[src/rtl/fpu_pkg.sv]
// Shared FP32 field layout, flag indices and rounding-mode encodings for the FPU
// multiplier scheduling logic.
package fpu_pkg;

    localparam int unsigned SIGN_BIT = 31;
    localparam int unsigned EXP_W    = 8;
    localparam int unsigned MAN_W    = 23;
    localparam int unsigned FP_W     = 1 + EXP_W + MAN_W;

    localparam int unsigned FLAG_W         = 5;
    localparam int unsigned FLAG_INVALID   = 4;
    localparam int unsigned FLAG_OVERFLOW  = 3;
    localparam int unsigned FLAG_UNDERFLOW = 2;
    localparam int unsigned FLAG_INEXACT   = 1;
    localparam int unsigned FLAG_ZERO      = 0;

    typedef enum logic [1:0] {
        RM_NEAREST_EVEN = 2'b00,
        RM_TO_ZERO      = 2'b01,
        RM_TO_POS       = 2'b10,
        RM_TO_NEG       = 2'b11
    } rmode_e;

    typedef struct packed {
        logic             sign;
        logic [EXP_W-1:0] exp;
        logic [MAN_W-1:0] man;
    } fp32_t;

endpackage

[src/rtl/fpu_mul_sched_rr_arbiter.sv]
// Round-robin arbiter: grants the first requester at or above the pointer, with wrap-around,
// and moves the pointer just past the winner whenever the grant is taken.
module rr_arbiter #(
    parameter int unsigned N = 2
) (
    input  logic                 CLK,
    input  logic                 RST,
    input  logic [N-1:0]         req,
    input  logic                 en,
    input  logic                 advance,
    output logic [N-1:0]         grant,
    output logic [$clog2(N)-1:0] grant_idx
);

    localparam int unsigned IW = $clog2(N);

    logic [IW-1:0] ptr_q;
    logic          found;
    int            j;

    always_comb begin
        grant     = '0;
        grant_idx = '0;
        found     = 1'b0;
        j         = 0;
        for (int k = 0; k < int'(N); k++) begin
            j = int'(ptr_q) + k;
            if (j >= int'(N)) begin
                j = j - int'(N);
            end
            if (!found && en && req[j]) begin
                found     = 1'b1;
                grant[j]  = 1'b1;
                grant_idx = IW'(j);
            end
        end
    end

    always_ff @(posedge CLK or negedge RST) begin
        if (!RST) begin
            ptr_q <= '0;
        end else if (advance) begin
            ptr_q <= (grant_idx == IW'(N - 1)) ? '0 : grant_idx + IW'(1);
        end
    end

endmodule

[src/rtl/fpu_mul_sched.sv]
// Shares one pipelined FP32 multiplier core between NREQ requesters: round-robin issue,
// a tag pipeline matched to the core latency, and per-requester result strobes.
module fpu_mul_sched
    import fpu_pkg::*;
#(
    parameter int unsigned NREQ    = 2,
    parameter int unsigned MUL_LAT = 2
) (
    input  logic                         CLK,
    input  logic                         RST,
    input  logic                         sched_en,
    input  logic [NREQ-1:0]              req_valid,
    output logic [NREQ-1:0]              req_ready,
    input  logic [FP_W*NREQ-1:0]         req_opa,
    input  logic [FP_W*NREQ-1:0]         req_opb,
    input  logic [2*NREQ-1:0]            req_rmode,
    output logic                         mul_Sx,
    output logic                         mul_Sy,
    output logic [EXP_W-1:0]             mul_Ex,
    output logic [EXP_W-1:0]             mul_Ey,
    output logic [MAN_W-1:0]             mul_Mx,
    output logic [MAN_W-1:0]             mul_My,
    output logic [1:0]                   mul_rmode,
    output logic [1:0]                   mul_enable,
    input  logic                         mul_Sz,
    input  logic [EXP_W-1:0]             mul_Ez,
    input  logic [MAN_W-1:0]             mul_Mz,
    input  logic [FLAG_W-1:0]            mul_flags,
    output logic [NREQ-1:0]              rsp_valid,
    output logic [FP_W-1:0]              rsp_data,
    output logic [FLAG_W-1:0]            rsp_flags,
    output logic [$clog2(MUL_LAT+1)-1:0] in_flight
);

    localparam int unsigned IDW = $clog2(NREQ);
    localparam int unsigned CW  = $clog2(MUL_LAT + 1);

    logic [NREQ-1:0] grant;
    logic [IDW-1:0]  grant_idx;
    logic            handshake;
    logic            retire;

    fp32_t      sel_a;
    fp32_t      sel_b;
    logic [1:0] sel_rm;

    logic [MUL_LAT-1:0] tag_valid_q;
    logic [IDW-1:0]     tag_id_q [MUL_LAT];
    logic [CW-1:0]      in_flight_q;

    rr_arbiter #(
        .N (NREQ)
    ) u_arb (
        .CLK       (CLK),
        .RST       (RST),
        .req       (req_valid),
        .en        (sched_en),
        .advance   (handshake),
        .grant     (grant),
        .grant_idx (grant_idx)
    );

    assign req_ready = grant;
    assign handshake = |(req_valid & grant);

    // Operand mux: all-zero fields whenever nothing is granted.
    always_comb begin
        sel_a  = '0;
        sel_b  = '0;
        sel_rm = '0;
        for (int i = 0; i < int'(NREQ); i++) begin
            if (grant[i]) begin
                sel_a  = fp32_t'(req_opa[FP_W*i +: FP_W]);
                sel_b  = fp32_t'(req_opb[FP_W*i +: FP_W]);
                sel_rm = req_rmode[2*i +: 2];
            end
        end
    end

    assign mul_Sx     = sel_a.sign;
    assign mul_Ex     = sel_a.exp;
    assign mul_Mx     = sel_a.man;
    assign mul_Sy     = sel_b.sign;
    assign mul_Ey     = sel_b.exp;
    assign mul_My     = sel_b.man;
    assign mul_rmode  = sel_rm;
    assign mul_enable = {2{handshake}};

    always_ff @(posedge CLK or negedge RST) begin
        if (!RST) begin
            tag_valid_q <= '0;
            for (int i = 0; i < int'(MUL_LAT); i++) begin
                tag_id_q[i] <= '0;
            end
        end else begin
            tag_valid_q[0] <= handshake;
            tag_id_q[0]    <= grant_idx;
            for (int i = 1; i < int'(MUL_LAT); i++) begin
                tag_valid_q[i] <= tag_valid_q[i-1];
                tag_id_q[i]    <= tag_id_q[i-1];
            end
        end
    end

    assign retire = tag_valid_q[MUL_LAT-1];

    always_comb begin
        rsp_valid = '0;
        for (int i = 0; i < int'(NREQ); i++) begin
            if (tag_id_q[MUL_LAT-1] == IDW'(i)) begin
                rsp_valid[i] = retire;
            end
        end
    end

    assign rsp_data  = {mul_Sz, mul_Ez, mul_Mz};
    // The core holds its last result between issues, so flags are masked when nothing retires.
    assign rsp_flags = retire ? mul_flags : '0;

    always_ff @(posedge CLK or negedge RST) begin
        if (!RST) begin
            in_flight_q <= '0;
        end else begin
            unique case ({handshake, retire})
                2'b10:   in_flight_q <= in_flight_q + CW'(1);
                2'b01:   in_flight_q <= in_flight_q - CW'(1);
                default: in_flight_q <= in_flight_q;
            endcase
        end
    end

    assign in_flight = in_flight_q;

endmodule

[config.mk]
export PLATFORM = sky130hd
export DESIGN_NAME = fpu_mul_sched
export DESIGN_NICKNAME = d
export VERILOG_FILES = /design/src/rtl/fpu_pkg.sv /design/src/rtl/fpu_mul_sched_rr_arbiter.sv /design/src/rtl/fpu_mul_sched.sv
export SDC_FILE = /design/constraint.sdc
export NUM_CORES = 1
export LEC_CHECK = 0
export CORE_AREA = 2 2 111 113
export CTS_CLUSTER_DIAMETER = 120
export DETAILED_ROUTE_END_ITERATION = 12
export DIE_AREA = 0 0 113 115
export PLACE_DENSITY = 0.57
export SYNTH_ARGS = -nofsm -noshare
export SYNTH_HDL_FRONTEND = slang
export SYNTH_SLANG_ARGS = --single-unit
[constraint.sdc]
create_clock -name CLK -period 3.2 [get_ports CLK]
set_input_delay 0.48 -clock CLK [delete_from_list [all_inputs] [get_ports CLK]]
set_output_delay 0.48 -clock CLK [all_outputs]
set_load 0.005 [all_outputs]
==> results of run 1 <==
## worst max-delay path, stage by stage
cell,delay (ps)
clkdlybuf4s50_1,560
a21boi_4,240
buf_4,340
a32oi_1,90
nor2b_1,150
clkdlybuf4s50_1,510
## registers in the layout, summed over array words and instances (netlist names)
| signal | flops |
|---|---|
| in_flight | 2 |
| tag_id_q | 2 |
| tag_valid_q | 2 |
| u_arb.ptr_q | 1 |
## cell families after synthesis
kind of cell,Yosys count,share of synthesized area [%]
xor gates and xnor gates,3,1.52
and+or+nand+nor,78,28.1
buffers and inverters,66,24.5
AOI/OAI and AO/OA,70,35.0
adders and majority gates,1,0.724
DFF,7,10.1
## per-layer routing
layer  global-route usage, %  vias up  wire [um]
met3                    3.06       10        947
met2                    21.8      163       4290
met5                       0        -          0
li1                        -     1151          -
met1                    13.6     1113       3240
met4                    3.66        0        150
## path summary, 6_finish.rpt
path                            cells after the start  slack [ps]        endpoint           start
worst max-delay path                                6         340      mul_Mx[20]    req_valid[0]
worst min-delay path                                0         340  tag_valid_q[1]  tag_valid_q[0]
worst max register to register                      3        1990     tag_id_q[1]     u_arb.ptr_q
worst min register to register                      0         340  tag_valid_q[1]  tag_valid_q[0]
max in group asynchronous                           1        2440  tag_valid_q[0]             RST
min in group asynchronous                           1         520  tag_valid_q[1]             RST
## placed cells by master, fill, tap and decap left out, drive strengths merged
cell type	count
clkdlybuf4s50	218
nor2b	67
a32oi	66
buf	10
and2	7
dfrtp	7
clkbuf	4
and3	2
xnor2	2
nand2b	1
a21boi	1
o21ai	1
inv	1
a21oi	1
a31oi	1
nor2	1
xor2	1
ha	1
## final cells by class
class                   count  area [um^2]
well taps                 147          184
fillers                  1247         7950
flip-flops and latches      7          175
repair buffers            228         2280
multi-input cells         152         1140
clock buffers               4         78.8
inverters                   1         3.75
## where the power goes
group	switching, W	leakage [nW]	internal [W]
clock network	0.0000472	0.0382	0.000166
registers	0.0000179	0.0853	0.000109
logic	0.000211	1.17	0.000385
total	0.000276	1.29	0.000659
## cell usage after synthesis (all sizes together)
cell type and count:
a31oi 1, and2 7, dfrtp 7, and3 2, a21boi 1, nand2b 1
ha 1, a32oi 66, xnor2 2, buf 50, xor2 1, nor2b 67
clkbuf 15, a21oi 1, o21ai 1, inv 1, nor2 1
## through the flow
stage	setup WS (ps)	cells
after detailed placement	339	535
final	338	539
after CTS	324	539
after floorplan	1430	225
after global placement	367	535
after global routing	194	539
==> key figures, run 1 <==
Timing
  – RSZ-0062 raised after global routing: false
  – Min Tclk post-route: 2860 ps
  – Setup TNS: 0 ps
  – Peak Freq: 349 MHz
  – Slew of the pin with the lowest slew margin: 502 ps
  – Setup-failing EPs final: 0
  – Slew margin rel.: 66.5%
  – Tcrit/Tclk final: 89.4%
  – Final Skew: approximately 2.6 ps
  – WHS: 344 ps
  – Hold Violations, Final: 0
  – Max Transition Viols Final: 0

Pwr
  – Total power: around 0.00093 W
  – P_leak: 1.29 nW
  – Max IR drop VDD: 0.000113 V
  – Pwr per Cell Area: 242 nW/um^2

Critical path
  – Worst Path Required: 2720 ps
  – WS Path Type: in2out
  – Crit path capture type: output port
  – Startpoint type of the worst setup path: input pin
  – Crit-path max FO: 31
  – Critical path arrival: 2380 ps

Final layout
  – Syn-to-layout area delta: 123%
  – Antenna Cells: 0
  – Ratio of cells with drive above 1 in the final layout: 3.83%
  – Layout net count: 568
  – Final Util: 32.7%
  – Final instance area: 3860 um^2

Route
  – Initial drt markers: 81
  – Drt via density: 4.52
  – Final Routed Wirelength: 8630 um
  – DR WL/cell: 16.0 um
  – Vias: about 2400
  – # DRC: 19
  – First drt pass iteration count: 9
  – Antenna-violating nets left: 0

Placement
  – Placed cell area: 3780 um^2
  – HPWL Detailed: roughly 6800 um
  – Port bufs: 220
  – RD Place Congestion: 0.717

Die
  – Core footprint: 11800 um^2
  – Die ar.: ~13000 um^2
  – Initial core utilization: between 10% and 20%
  – Core Rows: 40
  – Die W: 113 um
  – Die height: between 100 and 150 um
  – # IOs: between 200 and 300

Synthesis
  – Synth Instances: 225
  – Post-synth cell types: 20
  – Avg Cell Area, Syn: approximately 7.7 um^2
  – #FFs+latches synth: 7
  – Syn Nets: 400
  – Synthesized area: 1730 um^2
  – Yosys warnings: 0
  – Largest cells by area after synthesis: a32oi_1, nor2b_1, buf_4
  – Synth top area share: 33.5%
  – Area leader, netlist: a32oi_1
  – Register area share after synthesis: 10.1%

Clocking
  – Number of setup buffers added after CTS: 0
  – TritonCTS Sinks: 7
  – CTS max path bufs: 2
  – Clk slew on worst S/H paths: 40 ps
  – Insertion delay to the later sink of the worst-skew pair: 230 ps
  – CTS tree: done
  – TritonCTS buffer count: 3
  – CTS H-tree depth: 1
  – Post-cts resize count: 0
  – Clock Tree Root: clkbuf_16
  – CTS hold repair buffers: 0

Global route
  – Total track usage: 11.9%
  – Vias in the first global route: 2405
  – Largest net degree at the start of global routing: between 40 and 50
  – First-pass GRT wire length: ~13000 um
  – Antenna violations before repair: 0
  – Total gr overflow: 0

Status
  – Status: complete, but fails checks
  – Violated checks: DRC

Job
  – # Max-Cap Violations: 0

Worst hold path
  – Hold WC Path Type: reg2reg
Note: power is estimated with default switching activity, not from simulation.
==> run 2: changes to the inputs <==
--- a/config.mk
+++ b/config.mk
@@ -5,11 +5,13 @@
 export SDC_FILE = /design/constraint.sdc
 export NUM_CORES = 1
 export LEC_CHECK = 0
-export CORE_AREA = 2 2 111 113
+export CELL_PAD_IN_SITES_DETAIL_PLACEMENT = 2
+export CELL_PAD_IN_SITES_GLOBAL_PLACEMENT = 2
+export CORE_ASPECT_RATIO = 1.5
+export CORE_UTILIZATION = 10
 export CTS_CLUSTER_DIAMETER = 120
 export DETAILED_ROUTE_END_ITERATION = 12
-export DIE_AREA = 0 0 113 115
-export PLACE_DENSITY = 0.57
+export PLACE_DENSITY = 0.89
 export SYNTH_ARGS = -nofsm -noshare
 export SYNTH_HDL_FRONTEND = slang
 export SYNTH_SLANG_ARGS = --single-unit
==> constraint.sdc (replaced) <==
create_clock -name CLK -period 3.2 [get_ports CLK]
set_input_delay 0.64 -clock CLK [delete_from_list [all_inputs] [get_ports CLK]]
set_output_delay 0.64 -clock CLK [all_outputs]
set_load 0.005 [all_outputs]
==> key figures, run 2 (synthesized netlist as in run 1, its figures left out) <==
Status
  – Status: finished clean

Die
  – # IOs: between 200 and 300
  – Core footprint: 16800 um^2
  – Initial core utilization: 10.3%
  – Core Rows: 58
  – Die W: 109 um
  – Die height: 163 um
  – Die ar.: between 15000 and 20000 um^2

Route
  – Final Routed Wirelength: 11400 um
  – # DRC: 0
  – First drt pass iteration count: 3
  – Initial drt markers: 50
  – DR WL/cell: ~19 um
  – Antenna-violating nets left: 0
  – Drt via density: 4.30
  – Vias: 2595

Critical path
  – Worst Path Required: 2560 ps
  – Crit path launch: req_valid[0]
  – WS Path Type: in2out
  – Reg2reg setup slack: 2010 ps
  – Startpoint type of the worst setup path: input pin
  – RR Startpoint: tag_valid_q[1]
  – Critical path arrival: 2340 ps
  – Crit path capture type: output port
  – Reg2Reg Depth: 3
  – RR Endpoint: in_flight[1]
  – Crit-path max FO: 21
  – Critical Path End: mul_My[13]

Timing
  – RSZ-0062 raised after global routing: false
  – Peak Freq: 336 MHz
  – Max Transition Viols Final: 0
  – Final Skew: 0.535 ps
  – Min Tclk post-route: 2980 ps
  – Tcrit/Tclk final: between 90% and 100%
  – Setup TNS: 0 ps
  – Slew of the pin with the lowest slew margin: 639 ps
  – Slew margin rel.: roughly 57%
  – Hold Violations, Final: 0
  – Setup-failing EPs final: 0

Final layout
  – Layout net count: approximately 570
  – Syn-to-layout area delta: 133%
  – Ratio of cells with drive above 1 in the final layout: under 10%
  – Most frequent cells in the layout: clkdlybuf4s50_1, nor2b_1, a32oi_1
  – Most common cell after layout, fill and taps aside: clkdlybuf4s50_1

Global route
  – First-pass GRT wire length: 16000 um
  – Total gr overflow: 0
  – Met1 Use GR: around a tenth
  – Antenna violations before repair: 2
  – Total track usage: a little under an eighth
  – Grt peak-use layer: met2
  – Largest net degree at the start of global routing: 48
  – Vias in the first global route: 3018
  – Met3 usage: 2.80%
  – Met2 usage: between 20% and 30%

Placement
  – Port bufs: 220
  – HPWL Detailed: 8830 um
  – RD Place Congestion: 0.660

Clocking
  – Insertion delay to the later sink of the worst-skew pair: 230 ps
  – CTS tree: done
  – Clock Tree Root: clkbuf_16
  – TritonCTS buffer count: 3
  – Clk slew on worst S/H paths: 30 ps
  – TritonCTS Sinks: 7
  – CTS max path bufs: 2
  – CTS H-tree depth: 1

Worst hold path
  – Hold path depth: 0
  – Hold WC Path Type: reg2reg

Pwr
  – Max IR drop VDD: between 0.0001 and 0.00015 V
  – P_leak: approximately 1.3 nW
  – Pwr per Cell Area: 246 nW/um^2
  – Total power: 0.000988 W

Job
  – # Max-Cap Violations: 0
-- run 2: changes by cell type in the layout (fill, tap and decap cells not counted), sizes merged --
cell	before	now
clkdlybuf4s50	218	217
diode	0	1
dlygate4sd2	0	1
buf	10	9
bufbuf	0	2
-- run 2: worst min-delay path by stage --
stage	slack, ps	endpoint	startpoint
after floorplan	330	tag_id_q[0]	tag_id_q[1]
after global placement	330	tag_id_q[0]	tag_id_q[1]
after detailed placement	350	tag_valid_q[1]	tag_valid_q[0]
after CTS	360	tag_id_q[0]	tag_id_q[1]
after global routing	360	tag_id_q[0]	tag_id_q[1]
final	350	tag_id_q[0]	tag_id_q[1]
-- run 2: area by class of cell --
type / instances / area (um^2)
Fill cell: 1941 / 12800
Timing Repair Buffer: 229 / 2360
Multi-Input combinational cell: 152 / 1140
Tap cell: 210 / 263
Sequential cell: 7 / 175
Clock buffer: 4 / 78.8
Inverter: 1 / 3.75
Antenna cell: 1 / 2.50
-- run 2: through the flow --
step	util [%]	hold WS, ps	std cells	cell area, um^2	worst slack, ps
after floorplan	-	331	225	1730	1110
after global placement	23.0	333	597	3880	68.3
after detailed placement	23.0	352	597	3880	4.66
after CTS	23.9	361	603	4020	157
after global routing	23.9	358	603	4020	82.7
final	23.9	353	604	4030	220
-- run 2: power by group --
group          total (W)  internal (W)  switching [W]  leakage, nW
clock network   0.000209      0.000165      0.0000435       0.0382
logic           0.000652      0.000409       0.000243         1.21
registers       0.000127      0.000109      0.0000185       0.0853
-- run 2: what timing repair did --
item	CTS	global route
resized for setup	2	0
setup endpoints to repair	4	0
buffers inserted	0	0
hold buffers	0	0
-- run 2: worst max-delay path: stages --
cell and delay, ps:
dlygate4sd2_1 280, a21boi_4 320, bufbuf_16 360, a32oi_1 60
nor2b_1 140, clkdlybuf4s50_1 520
-- run 2: layer usage --
| layer | routed length [um] | vias to the layer above | share of wire, % |
|---|---|---|---|
| met5 | 13 | - | 0.11 |
| met4 | 839 | 2 | 7.4 |
| met3 | 998 | 63 | 8.8 |
| met2 | 6180 | 160 | 54 |
| met1 | 3370 | 1217 | 30 |
| li1 | - | 1153 | - |
==> run 3: changes to the inputs <==
--- a/config.mk
+++ b/config.mk
@@ -5,9 +5,11 @@
 export SDC_FILE = /design/constraint.sdc
 export NUM_CORES = 1
 export LEC_CHECK = 0
+export CAP_MARGIN = 30
 export CELL_PAD_IN_SITES_DETAIL_PLACEMENT = 2
 export CELL_PAD_IN_SITES_GLOBAL_PLACEMENT = 2
-export CORE_ASPECT_RATIO = 1.5
+export CORE_ASPECT_RATIO = 0.9
+export CORE_MARGIN = 3
 export CORE_UTILIZATION = 10
 export CTS_CLUSTER_DIAMETER = 120
 export DETAILED_ROUTE_END_ITERATION = 12
==> key figures, run 3 (synthesized netlist as in run 1, its figures left out) <==
Placement
  – RD Place Congestion: a little over 0.7
  – HPWL Detailed: between 8000 and 9000 um
  – Pre-CTS setup slack: 13.2 ps
  – Port bufs: 220
  – Placed cell area: 3910 um^2

Timing
  – RSZ-0062 raised after global routing: false
  – Slew margin rel.: 62.0%
  – Slew of the pin with the lowest slew margin: 570 ps
  – Min Tclk post-route: 2940 ps
  – Hold Violations, Final: 0
  – Setup-failing EPs final: 0
  – Tcrit/Tclk final: between 90% and 100%
  – Final Skew: about 0.30 ps
  – Setup TNS: 0 ps
  – Max Transition Viols Final: 0
  – Worst setup margin: 255 ps
  – Peak Freq: 340 MHz

Critical path
  – Crit path capture type: output port
  – Crit-path max FO: 26
  – WS Path Type: in2out
  – Startpoint type of the worst setup path: input pin
  – Worst Path Required: 2560 ps
  – Critical path arrival: 2300 ps

Die
  – # IOs: around 290
  – Die height: between 100 and 150 um
  – Die W: 145 um
  – Initial core utilization: 10.5%
  – Core Rows: 44
  – Die ar.: 18900 um^2
  – Core footprint: 16500 um^2

Route
  – Drt via density: 4.22
  – # DRC: 0
  – Initial drt markers: 68
  – DR WL/cell: 18.2 um
  – Final Routed Wirelength: 11000 um
  – Vias: between 2000 and 3000
  – Antenna-violating nets left: 0
  – First drt pass iteration count: 4

Pwr
  – Total power: 0.000996 W
  – P_leak: 1.36 nW
  – Max IR drop VDD: 0.000169 V
  – Pwr per Cell Area: 245 nW/um^2

Clocking
  – Clock Tree Root: clkbuf_16
  – TritonCTS Sinks: 7
  – CTS max path bufs: 2
  – CTS H-tree depth: 1
  – CTS hold repair buffers: 0
  – Clk slew on worst S/H paths: 40 ps
  – TritonCTS buffer count: 3
  – CTS tree: done
  – Insertion delay to the later sink of the worst-skew pair: 230 ps

Final layout
  – Ratio of cells with drive above 1 in the final layout: 4.80%
  – Syn-to-layout area delta: 135%
  – Footprint of the multi-input gates: approximately 1100 um^2
  – FILL cells: 1867
  – Most common cell after layout, fill and taps aside: clkdlybuf4s50_1
  – Layout net count: 572
  – Most frequent cells in the layout: clkdlybuf4s50_1, nor2b_1, a32oi_1
  – Antenna Cells: 0
  – Final instance area: 4060 um^2
  – Sequential Area: between 150 and 200 um^2

Global route
  – Total gr overflow: 0
  – Antenna violations before repair: 0
  – First-pass GRT wire length: between 15000 and 20000 um
  – Total track usage: 10.0%
  – Largest net degree at the start of global routing: 43
  – Vias in the first global route: 2903

Worst hold path
  – Hold WC Path Type: reg2reg

Job
  – # Max-Cap Violations: 0

Status
  – Status: finished clean
-- run 3: cell count changes in the layout (fill, tap and decap cells not counted) --
cell	delta
diode_2	-1
clkbuf_16	+2
dlymetal6s2s_1	+1
buf_6	-1
dlygate4sd2_1	-1
bufbuf_16	-2
buf_12	+3
buf_4	+1
-- run 3: final timing paths --
path | end | cells after the start | slack, ps | from
hold / removal | tag_id_q[0] | 0 | 350 | tag_id_q[1]
min in group asynchronous | tag_id_q[0] | 1 | 670 | RST
setup / recovery | mul_Ey[6] | 7 | 260 | req_valid[1]
hold reg to reg | tag_id_q[0] | 0 | 350 | tag_id_q[1]
max in group asynchronous | tag_valid_q[0] | 1 | 2290 | RST
setup reg to reg | tag_id_q[1] | 3 | 2000 | u_arb.ptr_q
-- run 3: through the flow --
| stage | util, % | hold WS [ps] | instances |
|---|---|---|---|
| finish | 24.6 | 348 | 603 |
| global route | 24.6 | 350 | 603 |
| detailed placement | 23.7 | 338 | 596 |
| global placement | 23.7 | 336 | 596 |
| CTS | 24.2 | 346 | 600 |
| floorplan | - | 331 | 225 |
-- run 3: power breakdown --
group          leakage [nW]  switching, W  internal [W]
Clock                0.0382     0.0000466      0.000166
Sequential           0.0853     0.0000196      0.000109
Combinational          1.23      0.000241      0.000415
Total                  1.36      0.000307      0.000689
-- run 3: critical path, cell delays in order --
cell and delay (ps):
buf_2 450, a21boi_4 110, buf_12 170, buf_12 150, a32oi_1 230, nor2b_1 90
clkdlybuf4s50_1 450
-- run 3: area by class of cell --
class | count | area share, %
sequential | 7 | 4.31
tap | 207 | 6.37
multi-input combinational | 152 | 28.0
clock buffer | 4 | 1.94
timing repair buffer | 232 | 59.2
inverter | 1 | 0.0924
-- run 3: metal layers --
| layer | vias up | routed length (um) | share of wire (%) | global-route usage [%] |
|---|---|---|---|---|
| met5 | - | 0 | 0 | 0 |
| met4 | 0 | 81 | 0.74 | 1.59 |
| met3 | 12 | 956 | 8.7 | 2.66 |
| met2 | 143 | 6020 | 55 | 21.0 |
| met1 | 1234 | 3890 | 36 | 9.82 |
| li1 | 1157 | - | - | - |
-- run 3: what timing repair did --
action | CTS | global route
resized for setup | 0 | 1
endpoints found under the setup margin | 0 | 26
hold endpoints to repair | 0 | 0
buffers inserted | 0 | 1
==> variant 1 (settings of run 3) <==
Reset style: synchronous (`RST`), changed in 3 clocked blocks.
--- a/src/rtl/fpu_mul_sched_rr_arbiter.sv
+++ b/src/rtl/fpu_mul_sched_rr_arbiter.sv
@@ -36,7 +36,7 @@
         end
     end
 
-    always_ff @(posedge CLK or negedge RST) begin
+    always_ff @(posedge CLK) begin
         if (!RST) begin
             ptr_q <= '0;
         end else if (advance) begin
--- a/src/rtl/fpu_mul_sched.sv
+++ b/src/rtl/fpu_mul_sched.sv
@@ -86,7 +86,7 @@
     assign mul_rmode  = sel_rm;
     assign mul_enable = {2{handshake}};
 
-    always_ff @(posedge CLK or negedge RST) begin
+    always_ff @(posedge CLK) begin
         if (!RST) begin
             tag_valid_q <= '0;
             for (int i = 0; i < int'(MUL_LAT); i++) begin
@@ -117,7 +117,7 @@
     // The core holds its last result between issues, so flags are masked when nothing retires.
     assign rsp_flags = retire ? mul_flags : '0;
 
-    always_ff @(posedge CLK or negedge RST) begin
+    always_ff @(posedge CLK) begin
         if (!RST) begin
             in_flight_q <= '0;
         end else begin
Formal check against the unedited RTL: differs if RST is asserted again (counterexample within 4 cycles, from zero or initial values and one cycle with RST low); with RST held inactive, the same outputs for 10 cycles.
==> variant 1 against run 3 <==
Sequential cell count is the same; final area shrank 2.0%; critical path type unchanged; highest routed layer is now met5; power down 18%; largest cell class unchanged; synthesized area shrank 0.43%; hold slack better by 0.10 ns; setup slack gained 0.047 ns; wire length is 1.2% lower; first-iteration DRC count is 57% lower.
==> variant 1: results <==
group,metric,value,unit
global_routing,antenna_found_initial,1,
status,outcome,"completed",
placed_design,placed_cell_area,0.00390,mm2
detailed_routing,vias,2553,
global_routing,grt_max_degree,51,
global_routing,grt_use_met2,20.8,%
detailed_routing,drtIter0Drc,29,
logic_synthesis,yosysSeqAreaShare,8.15,%
logic_synthesis,ys_async_sr_fraction,0,%
placed_design,gp_congestion,0.685,
placed_design,pre_cts_slack,-0.00803,ns
cts,cts_resized,1,
placed_design,dpl.cell_count,601,
detailed_routing,routed_wl,10800,um
final_layout,fillers,1859,
global_routing,globalRouteMet1Util,10.8,%
power_and_ir_drop,power_leakage,1.29,nW
final_layout,final_nets,574,
sta,tightest_slew,0.489,ns
power_and_ir_drop,irDropWorstVdd,0.120,mV
global_routing,grt_pass1_vias,2879,
logic_synthesis,netlist_top_cells_count,"nor2b_1, a32oi_1, buf_4, clkbuf_1, and2_1",
logic_synthesis,postSynthCellCount,230,
logic_synthesis,synth_fp_nets,405,
logic_synthesis,synthXorXnorAreaFrac,1.02,%
logic_synthesis,synth-compound-area-share,36.4,%
final_layout,drive_gt1_share,3.77,%
detailed_routing,vias_per_cell,4.22,
sta,finalClockSkew,0.00410,ns
global_routing,track_usage,10.4,%
setup_path,crit_fanout,39,
global_routing,met3_usage,2.98,%
logic_synthesis,synth_ff_type,"dfxtp_1",
## variant 1: changes by cell type after synthesis, moves of 2 or more
cell	before	now
dfrtp_1	7	0
dfxtp_1	0	7
buf_4	38	43
and2_1	7	11
buf_6	3	0
a21boi_0	0	2
buf_2	8	6
## variant 1: cell families (layout without fill, tap and decap cells)
group | Yosys count | count (layout)
AOI/OAI and AO/OA | 73 | 73
xor gates and xnor gates | 2 | 2
adders and majority gates | 1 | 1
buffers and inverters | 64 | 232
DFF | 7 | 7
and+or+nand+nor | 83 | 83
## variant 1: where the power goes
| part | internal, mW | switching (mW) |
|---|---|---|
| clock network | 0.164 | 0.0533 |
| logic | 0.328 | 0.177 |
| registers | 0.0935 | 0.00615 |
| total | 0.585 | 0.236 |
## variant 1: worst paths after layout
path / from / to / slack, ns / depth (start not counted)
setup / recovery: req_valid[0] / mul_Mx[13] / 0.30 / 6
hold / removal: tag_id_q[0][0] / tag_id_q[0][1] / 0.45 / 1
setup reg to reg: tag_valid_q[1] / in_flight[1] / 1.82 / 3
hold reg to reg: tag_id_q[0][0] / tag_id_q[0][1] / 0.45 / 1
## variant 1: routing by layer
layer	vias up	routed length [um]
li1	1171	-
met1	1219	3920
met2	149	5810
met3	12	934
met4	2	129
met5	-	20
## variant 1: per-stage QoR
stage | hold WS, ns | util, %
finish | 0.449 | 24.1
detailed placement | 0.445 | 23.6
CTS | 0.459 | 24.1
global placement | 0.419 | 23.6
floorplan | 0.412 | -
global route | 0.475 | 24.1
## variant 1: final cells by class
| type | instances | share of cell area, % |
|---|---|---|
| well taps | 207 | 6.50 |
| clock buffers | 3 | 1.89 |
| multi-input cells | 159 | 29.7 |
| clock inverters | 1 | 0.126 |
| flip-flops and latches | 7 | 3.52 |
| repair buffers | 227 | 58.2 |
| inverters | 1 | 0.0943 |
==> variant 2 (settings of run 3) <==
Made on the original files. `MAN_W`: 23 -> 31.
--- a/src/rtl/fpu_pkg.sv
+++ b/src/rtl/fpu_pkg.sv
@@ -4,7 +4,7 @@
 
     localparam int unsigned SIGN_BIT = 31;
     localparam int unsigned EXP_W    = 8;
-    localparam int unsigned MAN_W    = 23;
+    localparam int unsigned MAN_W    = 31;
     localparam int unsigned FP_W     = 1 + EXP_W + MAN_W;
 
     localparam int unsigned FLAG_W         = 5;
Ports: changed (6 resized); port bits go from 285 to 349. The function was not compared with the original's and may differ.
==> variant 2 against run 3 <==
Die area up 19%; synthesized area is 19% higher; setup slack worse by 0.011 ns; synthesized cell count up 20%; clock skew is 0.0013 ns higher; first-iteration DRC count up 66%; sequential cell count stayed put; cell count is 21% higher; wire length rose by 18%; final area rose by 19%; power up 11%; count of clock-buffer cells in the layout unchanged; critical endpoint is now mul_Mx[30].
==> variant 2: results <==
group,metric,value,unit
status,outcome,"completed",
detailed_routing,drtIter0Drc,113,
placed_design,gp_congestion,0.658,
power_and_ir_drop,irDropWorstVdd,0.132,mV
final_layout,final_nets,691,
placed_design,hpwl,10100,um
logic_synthesis,synthTopCellsByArea,"a32oi_1, nor2b_1, buf_4",
global_routing,antenna_found_initial,0,
placed_design,portBuffers,268,
placed_design,placed_cell_area,0.00469,mm2
setup_path,r2r_start,"tag_valid_q[1]",
cts,root_buffer,"clkbuf_16",
global_routing,grt_pass1_wl,18300,um
global_routing,grt_pass1_vias,3194,
setup_path,reg2reg_setup_slack,2.01,ns
cts,cts.reportedPaths.clkPinSlew,0.04,ns
global_routing,grt_max_degree,50,
setup_path,critPathCapture,"mul_Mx[30]",
setup_path,crit_arrival,2.32,ns
power_and_ir_drop,power_leakage,1.58,nW
final_layout,num_antenna_cells,0,
detailed_routing,vias,3065,
sta,finalClockSkew,0.00159,ns
logic_synthesis,yosysSeqAreaShare,8.49,%
setup_path,r2r-end,"in_flight[1]",
final_layout,fillers,2313,
setup_path,crit_fanout,33,
logic_synthesis,netlist_top_cells_count,"nor2b_1, a32oi_1, buf_4, buf_2, clkbuf_1",
detailed_routing,routed_wl,13000,um
logic_synthesis,synth_fp_nets,486,
power_and_ir_drop,powerDensity,230,mW/mm2
sta,slew_headroom,77.7,%
final_layout,drive_gt1_share,3.79,%
setup_path,cp-startpoint,"req_valid[0]",
logic_synthesis,synth_cell_type_count,19,
min_path,min_path_type,"reg2reg",
global_routing,track_usage,10.3,%
variant 2: area by class of cell:
cell class	instances	area share, %
tap	255	6.61
timing repair buffer	279	59.4
multi-input combinational	184	28.6
sequential	7	3.63
inverter	1	0.0778
clock buffer	4	1.63
variant 2: worst max-delay path, stage by stage:
cell and delay [ns]:
dlygate4sd2_1 0.30, a21boi_4 0.27, buf_12 0.14, buf_12 0.17
a32oi_1 0.07, nor2b_1 0.16, clkdlybuf4s50_1 0.54
variant 2: logic make-up after synthesis:
logic type | synth area share [%]
AO/OA/AOI/OAI | 36.1
adder cells (fa/ha/maj) | 0.606
XOR/XNOR | 1.27
AND/OR/NAND/NOR | 28.4
buffers and inverters | 25.1
flip-flops | 8.49
variant 2: power by group:
part | leakage, nW | internal (mW) | switching [mW] | total (mW)
registers | 0.0853 | 0.109 | 0.0198 | 0.128
clock network | 0.0382 | 0.166 | 0.0474 | 0.213
logic | 1.45 | 0.486 | 0.280 | 0.766
variant 2: stage by stage:
stage	hold WS (ns)	TNS [ns]	instances	setup WS, ns	total power, mW
CTS	0.366	0	730	0.198	1.13
global route	0.373	0	730	0.138	1.18
floorplan	0.331	0	271	1.05	0.437
global placement	0.333	0	724	0.0614	0.872
detailed placement	0.359	-0.433	724	-0.0537	0.892
finish	0.361	0	730	0.244	1.11
variant 2: per-layer routing:
| metal | vias up | global-route usage (%) | routed length, um |
|---|---|---|---|
| met2 | 191 | 19.5 | 6620 |
| met4 | 0 | 2.79 | 285 |
| met5 | - | 0 | 0 |
| met3 | 28 | 3.10 | 1320 |
| li1 | 1396 | - | - |
| met1 | 1450 | 11.0 | 4730 |
variant 2: worst min path at each step:
| stage | from | to | slack (ns) | depth (start not counted) |
|---|---|---|---|---|
| floorplan | tag_id_q[1] | tag_id_q[0] | 0.33 | 0 |
| global placement | tag_id_q[1] | tag_id_q[0] | 0.33 | 0 |
| detailed placement | tag_id_q[1] | tag_id_q[0] | 0.36 | 0 |
| CTS | tag_id_q[1] | tag_id_q[0] | 0.37 | 0 |
| global route | tag_id_q[1] | tag_id_q[0] | 0.37 | 0 |
| finish | tag_id_q[1] | tag_id_q[0] | 0.36 | 0 |
variant 2: repair_timing:
action | 4_1_cts | 5_1_grt
setup endpoints to repair | 25 | 0
gates resized for setup | 1 | 0
setup buffers | 1 | 0
